<file path="config.mk">
export PLATFORM = sky130hd
export DESIGN_NAME = i2c_cfg_sequencer
export DESIGN_NICKNAME = d
export VERILOG_FILES = /design/src/rtl/i2c_cfg_pkg.sv /design/src/rtl/i2c_cfg_rom.sv /design/src/rtl/i2c_cfg_sequencer.sv
export SDC_FILE = /design/constraint.sdc
export NUM_CORES = 1
export LEC_CHECK = 0
export ABC_CLOCK_PERIOD_IN_PS = 3250
export CAP_MARGIN = 20
export CORE_MARGIN = 10
export CORE_UTILIZATION = 40
export DETAILED_ROUTE_END_ITERATION = 6
export DONT_BUFFER_PORTS = 1
export PLACE_DENSITY_LB_ADDON = 0.15
export SLEW_MARGIN = 20
export SYNTH_ARGS = -nofsm -noshare
export SYNTH_HDL_FRONTEND = slang
export SYNTH_SLANG_ARGS = --single-unit
</file>
<file path="constraint.sdc">
create_clock -name clk -period 3.25 [get_ports clk]
set_clock_uncertainty 0.05 [all_clocks]
set_input_delay 0.325 -clock clk [delete_from_list [all_inputs] [get_ports clk]]
set_output_delay 0.325 -clock clk [all_outputs]
set_load 0.005 [all_outputs]
</file>
<file path="src/rtl/i2c_cfg_pkg.sv">
// rtl/i2c_cfg_pkg.sv - shared types and the sensor init table for the I2C config sequencer
package i2c_cfg_pkg;

  localparam int MAX_REGS = 8;

  typedef enum logic [2:0] {
    ST_WAIT_IDLE = 3'd0,
    ST_ISSUE     = 3'd1,
    ST_WAIT_ACC  = 3'd2,
    ST_WAIT_DONE = 3'd3,
    ST_READY     = 3'd4,
    ST_ERR       = 3'd5
  } state_t;

  typedef enum logic {
    SRC_INIT = 1'b0,
    SRC_HOST = 1'b1
  } src_t;

  typedef struct packed {
    logic [7:0] sub;
    logic [7:0] data;
  } cfg_entry_t;

  // Entry 0 sits in the least significant 16 bits.
  localparam logic [MAX_REGS*16-1:0] INIT_TABLE = {
    16'h0000, 16'h0000, 16'h0000, 16'h0000,
    16'h2400, 16'h2208, 16'h2330, 16'h200F
  };

endpackage

</file>
<file path="src/rtl/i2c_cfg_rom.sv">
// rtl/i2c_cfg_rom.sv - combinational index to {sub, data} lookup on the init table
module i2c_cfg_rom
  import i2c_cfg_pkg::*;
(
  input  logic [2:0] i_idx,
  output cfg_entry_t o_entry
);

  assign o_entry = INIT_TABLE[{i_idx, 4'b0000} +: 16];

endmodule

</file>
<file path="src/rtl/i2c_cfg_sequencer.sv">
// rtl/i2c_cfg_sequencer.sv - walks the sensor init table through the I2C master, then serves host writes
module i2c_cfg_sequencer
  import i2c_cfg_pkg::*;
#(
  parameter logic [6:0] ADDR        = 7'b1101000,
  parameter int         N_REGS      = 4,
  parameter int         ACK_TIMEOUT = 16
) (
  input  logic       clk,
  input  logic       reset,
  input  logic       i2c_ready,
  output logic       i2c_start,
  output logic [6:0] i2c_addr,
  output logic [7:0] i2c_sub,
  output logic [7:0] i2c_data,
  input  logic       host_req,
  input  logic [7:0] host_sub,
  input  logic [7:0] host_data,
  output logic       host_ack,
  input  logic       reinit,
  output logic       init_done,
  output logic       busy,
  output logic       error
);

  localparam int               CNT_W    = $clog2(ACK_TIMEOUT + 1);
  localparam logic [2:0]       LAST_IDX = 3'(N_REGS - 1);
  localparam logic [CNT_W-1:0] CNT_LAST = CNT_W'(ACK_TIMEOUT - 1);

  state_t           r_state;
  src_t             r_src;
  logic [2:0]       r_idx;
  logic [CNT_W-1:0] r_cnt;
  logic             r_start;
  logic [6:0]       r_addr;
  logic [7:0]       r_sub;
  logic [7:0]       r_data;
  logic             r_host_ack;
  logic             r_init_done;
  logic             r_busy;
  logic             r_error;
  cfg_entry_t       w_rom;

  i2c_cfg_rom u_rom (
    .i_idx   (r_idx),
    .o_entry (w_rom)
  );

  always_ff @(posedge clk or posedge reset) begin
    if (reset) begin
      r_state     <= ST_WAIT_IDLE;
      r_src       <= SRC_INIT;
      r_idx       <= '0;
      r_cnt       <= '0;
      r_start     <= 1'b0;
      r_addr      <= ADDR;
      r_sub       <= '0;
      r_data      <= '0;
      r_host_ack  <= 1'b0;
      r_init_done <= 1'b0;
      r_busy      <= 1'b1;
      r_error     <= 1'b0;
    end else begin
      r_start    <= 1'b0;
      r_host_ack <= 1'b0;
      r_addr     <= ADDR;
      case (r_state)
        ST_WAIT_IDLE: begin
          r_idx <= '0;
          r_src <= SRC_INIT;
          if (i2c_ready) r_state <= ST_ISSUE;
        end
        ST_ISSUE: begin
          if (r_src == SRC_HOST) begin
            r_sub  <= host_sub;
            r_data <= host_data;
          end else begin
            r_sub  <= w_rom.sub;
            r_data <= w_rom.data;
          end
          r_start <= 1'b1;
          r_cnt   <= '0;
          r_state <= ST_WAIT_ACC;
        end
        ST_WAIT_ACC: begin
          if (!i2c_ready) begin
            r_state <= ST_WAIT_DONE;
          end else if (r_cnt == CNT_LAST) begin
            r_state <= ST_ERR;
            r_error <= 1'b1;
            r_busy  <= 1'b0;
          end else begin
            r_cnt <= r_cnt + 1'b1;
          end
        end
        ST_WAIT_DONE: begin
          if (i2c_ready) begin
            if (r_src == SRC_HOST) begin
              r_host_ack <= 1'b1;
              r_busy     <= 1'b0;
              r_state    <= ST_READY;
            end else if (r_idx == LAST_IDX) begin
              r_init_done <= 1'b1;
              r_busy      <= 1'b0;
              r_state     <= ST_READY;
            end else begin
              r_idx   <= r_idx + 3'd1;
              r_state <= ST_ISSUE;
            end
          end
        end
        ST_READY: begin
          // The host still holds host_req during its ack cycle; don't reissue it.
          if (reinit) begin
            r_init_done <= 1'b0;
            r_busy      <= 1'b1;
            r_state     <= ST_WAIT_IDLE;
          end else if (host_req && !r_host_ack) begin
            r_src   <= SRC_HOST;
            r_busy  <= 1'b1;
            r_state <= ST_ISSUE;
          end
        end
        ST_ERR: begin
          if (reinit) begin
            r_error <= 1'b0;
            r_busy  <= 1'b1;
            r_state <= ST_WAIT_IDLE;
          end
        end
        default: r_state <= ST_WAIT_IDLE;
      endcase
    end
  end

  assign i2c_start = r_start;
  assign i2c_addr  = r_addr;
  assign i2c_sub   = r_sub;
  assign i2c_data  = r_data;
  assign host_ack  = r_host_ack;
  assign init_done = r_init_done;
  assign busy      = r_busy;
  assign error     = r_error;

endmodule

</file>
* After elaboration in Yosys (flattened, before gate mapping) *
Cells that the tools add are included.

word-level totals
  bits in registers = 33
  output and inout bits = 28
  logic and storage cells = 94

cells by class
  add/sub/neg operators = 2
  eq/ne operators = 22
  shift operators = 1
  multiplexer cells = 42
  reduce and logical (&&, ||, !) cells = 16

operators by type and width
  operator                                                      number
  indexed part select 128 x 8 -> 16 bit (first input constant)  1
  two-way mux 3 bit                                             12
  != test 2 bit (second input constant)                         12
  two-way mux 1 bit                                             19
  case mux 3 bit (6 select lines)                               1
  two-way mux 8 bit                                             2
  two-way mux 5 bit                                             2
  case mux 5 bit (2 select lines)                               1
  AND reduction 5 bit                                           2
  nonzero test 2 bit                                            5
  == test 3 x 2 -> 1 bit (second input constant)                3
  != test 3 bit (second input constant)                         3
  AND reduction 4 bit                                           2
  AND reduction 7 bit                                           1
  == test 3 bit (second input constant)                         2
  case mux 1 bit (2 select lines)                               3
  case mux 3 bit (2 select lines)                               1
  AND reduction 3 bit                                           2
  adder 5 x 1 -> 5 bit (second input constant)                  1
  == test 5 x 4 -> 1 bit (second input constant)                1
  case mux 1 bit (4 select lines)                               1
  nonzero test 4 bit                                            1
  adder 3 x 1 -> 3 bit (second input constant)                  1
  == test 3 x 1 -> 1 bit (second input constant)                1
  3 further kinds                                               3

* Longest topological paths before layout *
  depth in word-level cells = 5
  gate-level depth with buffers = 6

* Cells and area by module *
From an unflattened synthesis, not the netlist that was laid out.

second synthesis, totals
  cell total of the unflattened synthesis = 210
  area total of the unflattened synthesis = 1955.6 µm²

by module, submodules not included
  module             times used  cells an instance  area an instance (µm²)  seq. area each (µm²)
  i2c_cfg_sequencer  1           188                1799.2                  827.0
  i2c_cfg_rom        1           22                 156.4                   0.0

* Worst setup path before layout *
Ideal clock, no wire load.

  kind = reg-to-reg
  from = register r_cnt[0]
  to = register r_cnt[2]
  arrival time = 1.777 ns
  data required time = 3.134 ns
  setup slack = 1.357 ns
  cell stages (with the launch flop) = 7
  path buffers = 0
  cell sequence = dfrtp_1 ha_1 and3_1 ha_1 or4b_4 o21ai_1 a32o_2

between the ends
  longest elaborated chain between the ends = 4

ends and longest elaborated chain
  element                          line                     source
  start, declared                  i2c_cfg_sequencer.sv:33  logic [CNT_W-1:0] r_cnt;
  start signal, assigned           i2c_cfg_sequencer.sv:93  r_cnt <= r_cnt + 1'b1;
  adder 5 x 1 -> 5 bit             i2c_cfg_sequencer.sv:93
  two-way mux 5 bit                i2c_cfg_sequencer.sv:88  end else if (r_cnt == CNT_LAST) begin
  two-way mux 5 bit                i2c_cfg_sequencer.sv:86  if (!i2c_ready) begin
  case mux 5 bit (2 select lines)  i2c_cfg_sequencer.sv:67  case (r_state)

Parallel ways exist; a longest one is shown, timed or not. The select of a mux whose other input is x is not followed.
A chain may end at the register's enable or synchronous reset.

* Worst setup path in the final report *
  from = register r_state[0]
  to = register r_data[3] (netlist: i2c_data[3])

between the ends
  longest elaborated chain between the ends = 1

ends and longest elaborated chain
  element                 line                     source
  start, declared         i2c_cfg_sequencer.sv:30  state_t r_state;
  start signal, assigned  i2c_cfg_sequencer.sv:51  r_state <= ST_WAIT_IDLE;
  start signal, assigned  i2c_cfg_sequencer.sv:71  if (i2c_ready) r_state <= ST_ISSUE;
  start signal, assigned  i2c_cfg_sequencer.sv:83  r_state <= ST_WAIT_ACC;
  == test 3 x 1 -> 1 bit  i2c_cfg_sequencer.sv:67
  end signal, assigned    i2c_cfg_sequencer.sv:76  r_data <= host_data;
  end signal, assigned    i2c_cfg_sequencer.sv:79  r_data <= w_rom.data;
  end, declared           i2c_cfg_sequencer.sv:37  logic [7:0] r_data;

Every way passes these cells.

==> results.txt <==
Status = finished clean
Drt pass-1 iters = 4
Area leader, netlist = dfrtp_1
Register bit total from synthesis = 33
Worst r2r src = r_state[0]$_DFFE_PP0P_
Pwr/cell area = 940.5 mW/mm^2
Htree depth = 2
IO Count = 49
DR DRC count = 0
Commonest cells post-synth = 32 x dfrtp_1, 28 x nand2_1, 12 x nor2_1, 12 x o21ai_1, 11 x inv_1
Die Footprint = 0.007504 sq mm
Root Driver = clkbuf_8
Final setup viols = 0
Combinational power share = 30.6%
Drt total wl = 4.062 mm
HP Start = host_sub[6]
Number of global-route vias before repair = 1384
CP Data Arrival Time = 2.23 ns
CTS Buf Count = 5
Yosys top cell area share = 45.10%
Crit path required time = 3.38 ns
Tcrit/Tclk final = 64.58%
Final hold viol count = 0
Synthesis warning total = 0
Fill count = 424
Final max-slew violation count = 0
Clock Power Share = 25.9%
Post-Synthesis Cells = 194
Hold Crit Depth = 2
R2r setup slk = 1.15 ns
Leakage = 0.8802 nW
CP Launch Type = flip-flop
P&R area growth vs syn = 7.047%
Clock Sinks = 33
Net count, final = 217
Share of cells above drive strength 1 = 7.895%
Max cap viols = 0
First DRT Iteration DRCs = 34
Initial antenna violation count = 0
EDFF count, synth = 0
Row Count = 24
Slew HR = 48.21%
Postcts setup bufs = 0
Worst R2R Path Depth = 4
DP Cell Count = 233
Max VDD drop = 0.0003911 V
Vias after detailed routing = 1359
Crit path kind = flip-flop to flip-flop
Net Sw Power = 690.2 uW
Layout Cells excl Fill = 242
Area contributors post-synth = dfrtp_1 45%, nand2_1 5.9%, ha_1 4.9%, o21ai_1 3.4%, buf_4 3.0%
Asr flop ratio synth = 100.0%
Pwr Total = 1.788 mW
Die width = 86.63 microns
RSZ-0062 raised after global routing = false
Drt via density = 5.616
Cell with the most instances after synthesis = dfrtp_1
DP Wirelength = 2.993 mm
GRT Overall Usage = 11.29%
Max Freq = 0.4765 GHz
Die H = 86.63 microns
Final min period = 2.099 ns
N_diodes = 0
Post-Syn Area = 0.001775 sq mm
Hold endpoint = i2c_sub[6]$_DFFE_PP0N_
Synth cell types = 50
Initial core utilization = 41.06%
Ys flop type = dfrtp_1
Detail Route Antenna Nets = 0
Largest net degree at the start of global routing = 34
Worst slew pin tran = 0.7768 ns
Avg WL per Cell = 16.79 microns
Syn_area_per_cell = 9.152 sq um
Fraction of power spent switching nets = 38.61%
Gpl congestion = 0.8266
Internal power = 1.097 mW
Worst Setup End Kind = flip-flop
Port buffer count = 0
First-pass GRT wire length = 6.803 mm
Core Area = 0.004324 sq mm
Clock Path Buffers = 2
Crit path max fanout = 24
Clk pin slew, worst setup/hold paths = 0.08 ns
Sequential Power Share = 43.5%
Reg2reg end = i2c_data[3]$_DFFE_PP0N_
Register area share after synthesis = 46.58%
Hold Crit Class = input port to flip-flop
WHS = 0.1304 ns
Gr ovfl total = 0
CTS tree = yes
Crit path launch = r_state[0]$_DFFE_PP0P_
Insertion delay to the later sink of the worst-skew pair = 0.29 ns
Final setup TNS = 0 ns
worst max-delay path by stage:
stage                              endpoint
finish              i2c_data[3]$_DFFE_PP0N_
global route        i2c_data[3]$_DFFE_PP0N_
CTS                 i2c_data[3]$_DFFE_PP0N_
detailed placement  i2c_data[3]$_DFFE_PP0N_
global placement    i2c_data[3]$_DFFE_PP0N_
floorplan              r_cnt[2]$_DFFE_PP0P_
through the flow:
stage / utilization, % / area [sq um] / setup WS (ns)
after global placement: 40.63 / 1757 / 1.209
after detailed placement: 40.63 / 1757 / 1.166
after CTS: 43.95 / 1901 / 1.150
after global routing: 43.95 / 1901 / 0.9046
final: 43.95 / 1901 / 1.151
after floorplan: - / 1794 / 1.357
worst max-delay path: stages (launching register included):
cell and delay, ns:
dfrtp_1 0.70, or3b_1 0.72, inv_2 0.26, o311ai_1 0.12, o21a_1 0.13
repair_timing:
item	in CTS	in global routing
gates resized for setup	0	0
hold buffers	1	0
endpoints found under the setup margin	0	0
hold endpoints to repair	32	0
cell families after synthesis:
family	Yosys count	share of synthesized area [%]
compound gates	45	16.70
fa+ha+maj	7	4.933
buf+inv	31	8.738
flops	33	46.58
mux	1	0.5638
other cells	2	0.4230
simple gates	75	22.06
final cells by class:
cell class	instances	area, sq um	share of cell area (%)
clock buffers	5	68.82	3.621
flip-flops and latches	33	827.0	43.52
inverters	12	45.04	2.370
clock inverters	3	65.06	3.423
repair buffers	2	17.52	0.9217
multi-input cells	135	812.0	42.73
well taps	52	65.06	3.423
sequential cells by signal, summed over array words and instances, names as in the netlist, 3 cells and up:
signal	count
i2c_sub	8
r_cnt	5
r_idx	3
i2c_data	8
r_state	3
power groups by stage:
stage               registers, mW  clock network [mW]  logic (mW)
floorplan                   0.651                   0       0.574
global placement            0.783                   0       0.538
detailed placement          0.788                   0       0.554
CTS                         0.780               0.472       0.558
global route                0.818               0.491       0.644
finish                      0.778               0.463       0.547
metal layers:
metal,part of all wire [%],routed length (microns),global-route usage [%],vias up
met1,43,1734,13.31,638
li1,-,-,-,650
met3,14,554,6.848,6
met5,0,0,0,-
met4,1.3,53,3.829,0
met2,42,1720,16.51,65
cells in the final DEF (no fill, tap or decap), types with 3 or more instances in the layout:
cell type,netlist,layout
nor2_1,12,12
o21ai_0,5,5
nand3_1,10,10
nor3_1,3,3
dfrtp_1,32,32
inv_1,11,11
nand2_1,28,28
nand2b_1,3,3
conb_1,2,7
ha_1,7,7
o21ai_1,12,12
a21oi_1,9,9
clkbuf_8,0,5
nor3b_1,3,3
a22o_1,3,3
Note: power is estimated with default switching activity, not from simulation.
